==> config.mk <==
export PLATFORM = sky130hd
export DESIGN_NAME = de_adpcm_flat
export DESIGN_NICKNAME = d
export VERILOG_FILES = /design/src/rtl/de_adpcm_if.sv /design/src/rtl/de_adpcm.sv /design/src/flat_wrapper.sv
export SDC_FILE = /design/constraint.sdc
export NUM_CORES = 1
export LEC_CHECK = 0
export BUFFER_PORTS_ARGS = -buffer_cell sky130_fd_sc_hd__buf_2
export CORE_MARGIN = 2
export CORE_UTILIZATION = 60
export DETAILED_ROUTE_END_ITERATION = 7
export GPL_TIMING_DRIVEN = 0
export PLACE_DENSITY = 0.84
export SYNTH_ARGS = -nofsm -noshare
export SYNTH_HDL_FRONTEND = slang
export SYNTH_SLANG_ARGS = --single-unit
==> constraint.sdc <==
create_clock -name clk -period 4.8 [get_ports clk]
set_input_delay 0.24 -clock clk [delete_from_list [all_inputs] [get_ports clk]]
set_output_delay 0.24 -clock clk [all_outputs]
set_load 0.05 [all_outputs]
==> src/rtl/de_adpcm_if.sv <==
// de_adpcm_if: word stream between the HDMI receive path and the ADPCM decoder.
// The master drives phase/valid/data words; the slave returns reconstructed pixels.
interface de_adpcm_if;
  logic        eo;
  logic        in_en;
  logic [15:0] din;
  logic        out_en;
  logic [15:0] dout;
  logic        seq_err;

  modport master (
    output eo, in_en, din,
    input  out_en, dout, seq_err
  );

  modport slave (
    input  eo, in_en, din,
    output out_en, dout, seq_err
  );
endinterface

==> src/rtl/de_adpcm.sv <==
// de_adpcm: ADPCM-like pixel decoder. Alternating anchor (eo=0) and delta (eo=1)
// words are turned back into {CbCr, Y} samples with a fixed 2-cycle latency.
// Optional macro ADPCM_SAT_EN: channels saturate to 0..255 instead of wrapping.
module de_adpcm #(
  parameter int unsigned CODE_MAX    = 8,
  parameter int unsigned SCALE_NUM   = 254,
  parameter int unsigned SCALE_SHIFT = 3
) (
  input  logic          clk,
  input  logic          rst,
  de_adpcm_if.slave     bus
);

  typedef enum logic {IDLE, ANCH} state_t;

  localparam logic [11:0] ROUND = 12'(1 << (SCALE_SHIFT - 1));

  state_t      state, state_nx;
  logic [15:0] anchor, anchor_nx;
  logic        err_nx;

  logic        s1_v, s1_eo, s1_err;
  logic [15:0] s1_base;
  logic        s1_sy, s1_sc;
  logic [7:0]  s1_stepy, s1_stepc;

  logic [15:0] res;
  logic        out_q, err_q;
  logic [15:0] dout_q;

  // Magnitude code -> step size, with clamping of out-of-range magnitudes.
  function automatic logic [7:0] step_of(input logic [3:0] mag);
    logic [11:0] m;
    logic [11:0] p;
    m = (32'(mag) > CODE_MAX) ? 12'(CODE_MAX) : {8'b0, mag};
    p = m * 12'(SCALE_NUM) + ROUND;
    return 8'(p >> SCALE_SHIFT);
  endfunction

  // Apply one signed step to one anchor byte, then wrap or saturate.
  function automatic logic [7:0] chan(input logic [7:0] base, input logic sub,
                                      input logic [7:0] step);
    logic signed [9:0] sum;
    sum = sub ? ($signed({2'b00, base}) - $signed({2'b00, step}))
              : ($signed({2'b00, base}) + $signed({2'b00, step}));
`ifdef ADPCM_SAT_EN
    if (sum < 0)             return 8'h00;
    else if (sum > 10'sd255) return 8'hFF;
    else                     return sum[7:0];
`else
    return sum[7:0];
`endif
  endfunction

  // Phase FSM: next state, anchor update and sequence-error detection.
  always_comb begin
    state_nx  = state;
    anchor_nx = anchor;
    err_nx    = 1'b0;
    if (bus.in_en) begin
      case (state)
        IDLE: begin
          if (!bus.eo) begin
            anchor_nx = bus.din;
            state_nx  = ANCH;
          end else begin
            err_nx = 1'b1;
          end
        end
        ANCH: begin
          if (bus.eo) begin
            state_nx = IDLE;
          end else begin
            anchor_nx = bus.din;
            err_nx    = 1'b1;
          end
        end
        default: state_nx = IDLE;
      endcase
    end
  end

  // FSM state and anchor register.
  always_ff @(posedge clk) begin
    if (!rst) begin
      state  <= IDLE;
      anchor <= '0;
    end else begin
      state  <= state_nx;
      anchor <= anchor_nx;
    end
  end

  // Stage 1: capture the word, the anchor it decodes against, and the steps.
  always_ff @(posedge clk) begin
    if (!rst) begin
      s1_v     <= 1'b0;
      s1_eo    <= 1'b0;
      s1_err   <= 1'b0;
      s1_base  <= '0;
      s1_sy    <= 1'b0;
      s1_sc    <= 1'b0;
      s1_stepy <= '0;
      s1_stepc <= '0;
    end else begin
      s1_v   <= bus.in_en;
      s1_err <= bus.in_en & err_nx;
      if (bus.in_en) begin
        s1_eo    <= bus.eo;
        s1_base  <= bus.eo ? anchor : bus.din;
        s1_sy    <= bus.din[7];
        s1_sc    <= bus.din[15];
        s1_stepy <= step_of(bus.din[3:0]);
        s1_stepc <= step_of(bus.din[11:8]);
      end
    end
  end

  // Stage 2 datapath: anchors pass through, deltas are applied per channel.
  always_comb begin
    res = s1_base;
    if (s1_eo)
      res = {chan(s1_base[15:8], s1_sc, s1_stepc), chan(s1_base[7:0], s1_sy, s1_stepy)};
  end

  // Stage 2 output register; data forced to zero when not valid.
  always_ff @(posedge clk) begin
    if (!rst) begin
      out_q  <= 1'b0;
      err_q  <= 1'b0;
      dout_q <= '0;
    end else begin
      out_q  <= s1_v;
      err_q  <= s1_v & s1_err;
      dout_q <= s1_v ? res : '0;
    end
  end

  assign bus.out_en  = out_q;
  assign bus.seq_err = err_q;
  assign bus.dout    = dout_q;

endmodule

==> src/flat_wrapper.sv <==
// flat-port wrapper written by rule: the top's interface ports become plain ports
module de_adpcm_flat 
#(
  parameter int unsigned CODE_MAX    = 8,
  parameter int unsigned SCALE_NUM   = 254,
  parameter int unsigned SCALE_SHIFT = 3
)
  (clk, rst, bus_eo, bus_in_en, bus_din, bus_out_en, bus_dout, bus_seq_err);
  de_adpcm_if bus_i ();
  input  logic clk;
  input  logic rst;
  input wire logic [$bits(bus_i.eo)-1:0] bus_eo;
  input wire logic [$bits(bus_i.in_en)-1:0] bus_in_en;
  input wire logic [$bits(bus_i.din)-1:0] bus_din;
  output wire logic [$bits(bus_i.out_en)-1:0] bus_out_en;
  output wire logic [$bits(bus_i.dout)-1:0] bus_dout;
  output wire logic [$bits(bus_i.seq_err)-1:0] bus_seq_err;
  assign bus_i.eo = bus_eo;
  assign bus_i.in_en = bus_in_en;
  assign bus_i.din = bus_din;
  assign bus_out_en = bus_i.out_en;
  assign bus_dout = bus_i.dout;
  assign bus_seq_err = bus_i.seq_err;
  de_adpcm #(.CODE_MAX(CODE_MAX), .SCALE_NUM(SCALE_NUM), .SCALE_SHIFT(SCALE_SHIFT)) u_core (.clk(clk), .rst(rst), .bus(bus_i));
endmodule
## Word-level counts from Yosys, hierarchy flattened

Cells that the tools add are included.

- $add $sub $neg: 6
- Muxes and demuxes: 10
- Reduce and logical (&&, ||, !) cells: 2
- Bitwise operators: 4
- Multiply operators: 2
- Magnitude comparators: 2

Operators by type and width:

| operator | count |
|---|---|
| $mux W16 | 2 |
| $mul A12 B7 Y10 const B | 2 |
| $add A11 B3 Y11 const B | 2 |
| $add A8 B8 Y8 | 2 |
| $mux W8 | 2 |
| $sub A8 B8 Y8 | 2 |
| $gt A4 B4 Y1 const B | 2 |
| $mux W4 | 2 |
| $reduce_and A2 Y1 | 2 |
| $mux W1 | 3 |
| $and A1 B1 Y1 | 2 |
| $not A1 Y1 | 2 |
| $pmux W1 S2 | 1 |

- Output and inout port bits: 18
- Register bits after elaboration: 56

## Longest topological paths before layout

Gate-level depths: netlist of run 1.

- Depth after elaboration: 4
- Depth in mapped cells: 13
- Gate-level depth less buffers: 12

## Worst setup path before layout of run 1

No wires, ideal clock.

- Path type: input-to-reg
- From: in bus_din[11]
- To: reg u_core.s1_stepc[7]
- Data required time: 4712 ps
- Arrival time: 3377 ps
- Stages: 13
- Path slack: 1335 ps
- Path through: clkbuf_1 -> or2_2 -> ha_1 -> inv_1 -> fa_1 -> inv_1 -> fa_1 -> a21o_1 -> a221oi_2 -> xnor2_1 -> nor3_4 -> and4_2 -> nor4_2

- Longest elaborated chain between the ends: 4

RTL lines:

| what | line | source |
|---|---|---|
| from (decl) | flat_wrapper.sv:14 | `input wire logic [$bits(bus_i.din)-1:0] bus_din;` |
| $gt A4 B4 Y1 | de_adpcm.sv:35 | `m = (32'(mag) > CODE_MAX) ? 12'(CODE_MAX) : {8'b0, mag};` |
| $mux W4 * | de_adpcm.sv:35 |  |
| $mul A12 B7 Y10 * | de_adpcm.sv:36 | `p = m * 12'(SCALE_NUM) + ROUND;` |
| $add A11 B3 Y11 * | de_adpcm.sv:36 |  |
| to (signal assigned) | de_adpcm.sv:114 | `s1_stepc <= step_of(bus.din[11:8]);` |
| to (decl) | de_adpcm.sv:25 | `logic [7:0] s1_stepy, s1_stepc;` |

Mark *: on every way between the ends. The rest lies on a longest branch, timed or not.
A chain may end at the register's enable or synchronous reset.

## Final worst setup path of run 1

- From: in bus_din[3]
- To: reg u_core.s1_stepy[7]

- Longest elaborated chain between the ends: 4

RTL lines:

| what | line | source |
|---|---|---|
| $gt A4 B4 Y1 | de_adpcm.sv:35 |  |
| $mux W4 * | de_adpcm.sv:35 |  |
| $mul A12 B7 Y10 * | de_adpcm.sv:36 |  |
| $add A11 B3 Y11 * | de_adpcm.sv:36 |  |
| to (signal assigned) | de_adpcm.sv:113 | `s1_stepy <= step_of(bus.din[3:0]);` |
| to (decl) | de_adpcm.sv:25 |  |

Marks and branches as above.

==> out/qor.csv, run 1 <==
stage,metric,value,unit
clocking,clkTransAtPathRegs,90,ps
yosys,syn-num-nets,560,
yosys,syn_avg_cell_area,8.51,µm²
cells_and_area,final_net_count,602,
global_routing,grt_first_pass_wirelength,15100,µm
timing,hold_viol,0,
timing,period_needed,3460,ps
timing,tns,0,ps
drt,routedWlPerCell,14.7,µm
setup_path,crit_chain,"clkbuf_1, or2_2, ha_1, inv_1, fa_1, inv_1, fa_1, a21o_1, a221oi_2, xnor2_1, nor3_4, mux2i_1, nor4_2",
yosys,syn_area,4170,µm²
timing,final_max_slew_viol_count,0,
pwr,power_density,324,nW/µm²
yosys,postSynth.asyncResetShare,0,
global_routing,grt_max_degree,16,
setup_path,crit_slowest_cell,fa_1,
yosys,synth_compound_area_frac,0.185,
clocking,cts_resized,0,
yosys,synth_edf_count,0,
global_routing,track_usage,0.247,
yosys,synthFlopType,dfxtp_1,
drt,drtIter0Drc,155,
timing,max_freq,0.289,GHz
drt,drc,0,
clocking,cts_hold_buf,0,
clocking,h-tree-depth,2,
floorplanning,start_util,0.617,
place,io_buffer_count,35,
clocking,clock_path_buffers,2,
yosys,seq_area_frac_synth,0.269,
setup_path,end_kind,flop,
pwr,swShare,0.387,
global_routing,grt_pass1_vias,3343,
pwr,peakVddDrop,0.140,mV
yosys,synth_warnings,0,
timing,tightest_slew,637,ps
yosys,synth_top_family_by_area,simple AND/OR/NAND/NOR gates,
floorplanning,dieWidth,87.4,µm
setup_path,worstSetupPathType,in -> reg,
cells_and_area,fin_util,0.669,
floorplanning,core,6760,µm²
cells_and_area,drive_gt1_frac,0.122,
timing,rsz0062_at_grt,no,
clocking,cts_tree,done,
floorplanning,row_count,30,
drt,via_count,3562,
drt,ant_nets,0,
timing,fin_skew,4.56,ps
timing,finalCritPeriodShare,0.721,
pwr,power,1.47,mW
status,outcome,"finished, final reports clean",
yosys,yosysTopAreaCell,dfxtp_1,
yosys,yosys_register_bits,56,
drt,wl,9010,µm
yosys,yosys.area_share.simple,0.194,
place,post-dp-hpwl,7210,µm
pwr,p_int,0.899,mW
pwr,leakage,1.95,nW
yosys,synth_fa_ha_area_frac,0.168,
global_routing,grt_overflow,0,
cells_and_area,antenna_cells,0,
yosys,synth_top_area_frac,0.269,
clocking,insertion_delay,310,ps
floorplanning,io_pins,38,
floorplanning,die-area,7630,µm²
setup_path,worstPathMaxFanout,9,
drt,dr.pass1.iters,5,
clocking,postCtsSetupRepairBufs,0,
cells_and_area,fillers,574,
cells_and_area,area_growth,8.46,%
timing,finalSetupViolations,0,
yosys,yosys-top-cells-area,"dfxtp_1, ha_1, xnor2_1",
global_routing,antenna_found_initial,0,
setup_path,startpoint_type,input port,
setup_path,crit_family,adder cells,
setup_path,critPathRequiredTime,5030,ps
floorplanning,die_h,87.4,µm
drt,vias_per_cell,5.82,
timing,whs,159,ps
run,cap_violations,0,
pwr,p_seq_frac,0.362,
pwr,power.switching,0.568,mW
timing,slew_headroom,0.576,
yosys,synthMuxAreaShare,0.0507,
pwr,clkPwrFrac,0.167,
clocking,root_buffer,clkbuf_8,
clocking,cts_buffers,5,
place,place_congestion,0.827,
pwr,pwr-share-comb,0.471,
setup_path,critical_path_buf_inv_count,3,
yosys,synth_cell_types,57,
setup_path,cp.arrival,3690,ps
setup_path,cpPeakStageDelay,540,ps
yosys,synthXorXnorAreaFrac,0.0837,
clocking,numClockSinks,56,
min_path,hold_class,in -> reg,
yosys,syn-instance-count,490,
[state kept, by name, summed over array words and instances (netlist names)]
register / flops
u_core.s1_sc: 1
u_core.s1_stepc: 8
u_core.s1_v: 1
u_core.state: 1
u_core.bus.out_en: 1
u_core.anchor: 16
u_core.s1_stepy: 8
u_core.s1_err: 1
u_core.bus.seq_err: 1
u_core.s1_sy: 1
u_core.bus.dout: 16
u_core.s1_eo: 1
[worst paths after layout]
| check | start | to | slack, ps | depth (start not counted) |
|---|---|---|---|---|
| max reg2reg | u_core.s1_stepy[0] | u_core.bus.dout[7] | 1750 | 10 |
| min reg2reg | u_core.anchor[15] | u_core.anchor[15] | 480 | 2 |
| min | bus_din[5] | u_core.anchor[5] | 160 | 3 |
| max | bus_din[3] | u_core.s1_stepy[7] | 1340 | 13 |
[routing by layer]
metal / up-vias / share of wire / global-route usage
met5: - / 0 / 0
met4: 0 / 0.017 / 0.0881
met3: 16 / 0.037 / 0.0408
met1: 1674 / 0.45 / 0.307
li1: 1795 / - / -
met2: 77 / 0.50 / 0.429
[tightest hold or removal path, cell delays in order]
cell and delay (ps):
buf_2 100, nand2_1 50, a21oi_1 50
[power groups by stage]
| stage | logic (mW) | clock network (mW) | registers (mW) |
|---|---|---|---|
| floorplan | 0.546 | 0 | 0.548 |
| global route | 0.773 | 0.265 | 0.536 |
| global placement | 0.650 | 0 | 0.539 |
| CTS | 0.688 | 0.249 | 0.530 |
| finish | 0.691 | 0.245 | 0.531 |
| detailed placement | 0.683 | 0 | 0.541 |
[stage by stage]
step                setup slack (ps)  instances  area (µm²)
global placement                1140        605        4440
detailed placement              1010        605        4440
CTS                             1340        612        4520
floorplan                       1330        490        4170
global route                    1130        612        4520
finish                          1340        612        4520
[kinds of logic after synthesis]
family                     Yosys count
adders and majority gates           50
DFF                                 56
muxes                               21
and+or+nand+nor                    159
buffers and inverters               54
AOI/OAI and AO/OA                  111
xor gates and xnor gates            39
[Yosys cell counts (8+ instances only)]
master and count:
dfxtp_1 56, o21ai_0 14, fa_1 10, clkbuf_1 19
nand2_1 46, xnor2_1 31, a211oi_1 13, nor2b_1 13
a21o_1 8, ha_1 40, a21oi_1 42, nand3_1 15
mux2i_1 20, nor2_1 40, inv_1 32
[cell type report]
cell class / instances / area (µm²) / share of cell area
Buffer: 21 / 78.8 / 0.0174
Clock buffer: 6 / 72.6 / 0.0160
Clock inverter: 1 / 5.00 / 0.00111
Inverter: 33 / 124 / 0.0274
Multi-Input combinational cell: 380 / 2850 / 0.629
Sequential cell: 56 / 1120 / 0.248
Tap cell: 80 / 100 / 0.0221
Timing Repair Buffer: 35 / 175 / 0.0387
[layout by cell type, fill, tap and decap left out, drive strengths merged, types with 6 or more instances in the layout]
cell and count:
dfxtp 56, nand2 46, nor2 43, a21oi 42, ha 40, buf 37, inv 33, xnor2 32
clkbuf 25, mux2i 20, nand3 16, o21ai 15, nor2b 13, a211oi 13, fa 10, nor3 10
a21o 8, xor2 7, o21a 6, a221oi 6
No activity file was read; power rests on OpenSTA's default activity.
==> run 2, diff against run 1 <==
- clock period: 4.8 -> 3.39 ns (I/O delays scaled with it)
==> run 2 against run 1 <==
Combinational power up 45%. Clock power up 34%. Global-route usage up 0.35 points. Critical endpoint is now u_core.s1_stepc[7]. Sequential share of layout area down 0.25 points. Worst setup slack worse by 1100 ps. Via count up 1.5%.
==> out/qor.csv, run 2 (synthesis gave the netlist of run 1 again) <==
stage,metric,value,unit
status,outcome,"finished, final reports clean",
drt,via_count,3615,
min_path,worstHoldStart,bus_din[14],
timing,max_freq,0.313,GHz
cells_and_area,final_common_cell,dfxtp_1,
cells_and_area,drive_gt1_frac,0.136,
clocking,cts_tree,done,
global_routing,grt_pass1_vias,3435,
timing,fin_skew,6.51,ps
drt,drc,0,
cells_and_area,final_net_count,602,
setup_path,end_kind,flop,
clocking,clkTransAtPathRegs,90,ps
pwr,power_density,456,nW/µm²
setup_path,endpoint,u_core.s1_stepc[7],
global_routing,gr-usage-met2,0.463,
global_routing,grt_most_used_layer,met2,
pwr,leakage,1.97,nW
drt,ant_nets,0,
setup_path,worstPathMaxFanout,9,
setup_path,r2r_slack,380,ps
clocking,insertion_delay,300,ps
cells_and_area,fillers,583,
setup_path,startpoint_type,input port,
run,cap_violations,0,
pwr,peakVddDrop,0.204,mV
floorplanning,die-area,7630,µm²
cells_and_area,final_cell_mix,"dfxtp_1, nand2_1, a21oi_1",
global_routing,use_met3,0.0303,
floorplanning,dieWidth,87.4,µm
timing,finalCritPeriodShare,0.943,
place,post-dp-hpwl,7440,µm
drt,dr.pass1.iters,4,
timing,hold_viol,0,
timing,slew_headroom,0.556,
setup_path,r2r_end,u_core.bus.dout[7],
place,io_buffer_count,35,
setup_path,r2r_cells,9,
clocking,numClockSinks,56,
timing,rsz0062_at_grt,no,
clocking,cts_buffers,5,
global_routing,antenna_found_initial,0,
timing,period_needed,3200,ps
global_routing,grt_overflow,0,
clocking,cts_hold_buf,0,
timing,tightest_slew,666,ps
floorplanning,row_count,30,
drt,drtIter0Drc,185,
setup_path,worstSetupPathType,in -> reg,
place,place_congestion,0.830,
global_routing,grt_first_pass_wirelength,15500,µm
drt,wl,9360,µm
setup_path,rr_startpoint,u_core.s1_stepy[0],
cells_and_area,antenna_cells,0,
setup_path,critPathRequiredTime,3610,ps
global_routing,track_usage,0.251,
timing,tns,0,ps
floorplanning,core,6760,µm²
setup_path,crit_start,bus_din[11],
global_routing,grt_max_degree,15,
min_path,hold_class,in -> reg,
clocking,clock_path_buffers,2,
timing,whs,101,ps
floorplanning,die_h,87.4,µm
cells_and_area,fin_util,0.676,
floorplanning,io_pins,38,
timing,final_max_slew_viol_count,0,
global_routing,met1_usage,0.299,
clocking,h-tree-depth,2,
cells_and_area,area_growth,9.57,%
setup_path,cp.arrival,3420,ps
drt,routedWlPerCell,15.3,µm
drt,vias_per_cell,5.93,
pwr,power,2.08,mW
floorplanning,start_util,0.617,
timing,finalSetupViolations,0,
clocking,root_buffer,clkbuf_8,
clocking,postCtsSetupRepairBufs,0,
[run 2: how the worst min path moves through the flow]
| stage | to | slack, ps | cells past startpoint |
|---|---|---|---|
| floorplan | u_core.state | 260 | 1 |
| finish | u_core.anchor[14] | 100 | 3 |
| CTS | u_core.anchor[5] | 100 | 3 |
| detailed placement | u_core.anchor[5] | 420 | 3 |
| global route | u_core.anchor[14] | 110 | 3 |
| global placement | u_core.anchor[14] | 410 | 3 |
[run 2: report_power, final]
part	total [mW]	switching, mW	leakage (nW)	internal [mW]
Sequential	0.752	0.0475	0.459	0.705
Clock	0.328	0.194	0.0359	0.134
Combinational	1.00	0.560	1.47	0.441
[run 2: per-layer routing]
layer,part of all wire,up-vias
li1,-,1794
met1,0.42,1721
met5,0,-
met3,0.038,16
met2,0.52,84
met4,0.019,0
[run 2: cell type report]
cell class / instances / area (µm²) / share of cell area
well taps: 80 / 100 / 0.0219
repair buffers: 35 / 175 / 0.0383
inverters: 33 / 124 / 0.0271
plain buffers: 21 / 81.3 / 0.0178
flip-flops and latches: 56 / 1120 / 0.245
clock buffers: 5 / 68.8 / 0.0151
multi-input cells: 380 / 2900 / 0.634
[run 2: critical path, cell delays in order]
cell and delay, ps:
clkbuf_2 180, or2_2 360, ha_4 300, inv_1 80
fa_1 530, inv_1 70, fa_1 450, a21o_1 250
a221oi_2 300, xnor2_2 130, nor3_4 230, mux2i_1 110
nor4_2 250
[run 2: stage by stage]
step                std cells  area (µm²)  setup WS [ps]
floorplan                 490        4190           1.35
global placement          605        4460           -202
detailed placement        605        4460           -323
CTS                       610        4530           51.6
global route              610        4570           4.64
finish                    610        4570            192
[run 2: timing repair]
action,CTS,global route
gates resized for setup,1,7
endpoints found under the setup margin,1,5
pin swaps,0,4
gates cloned,0,0
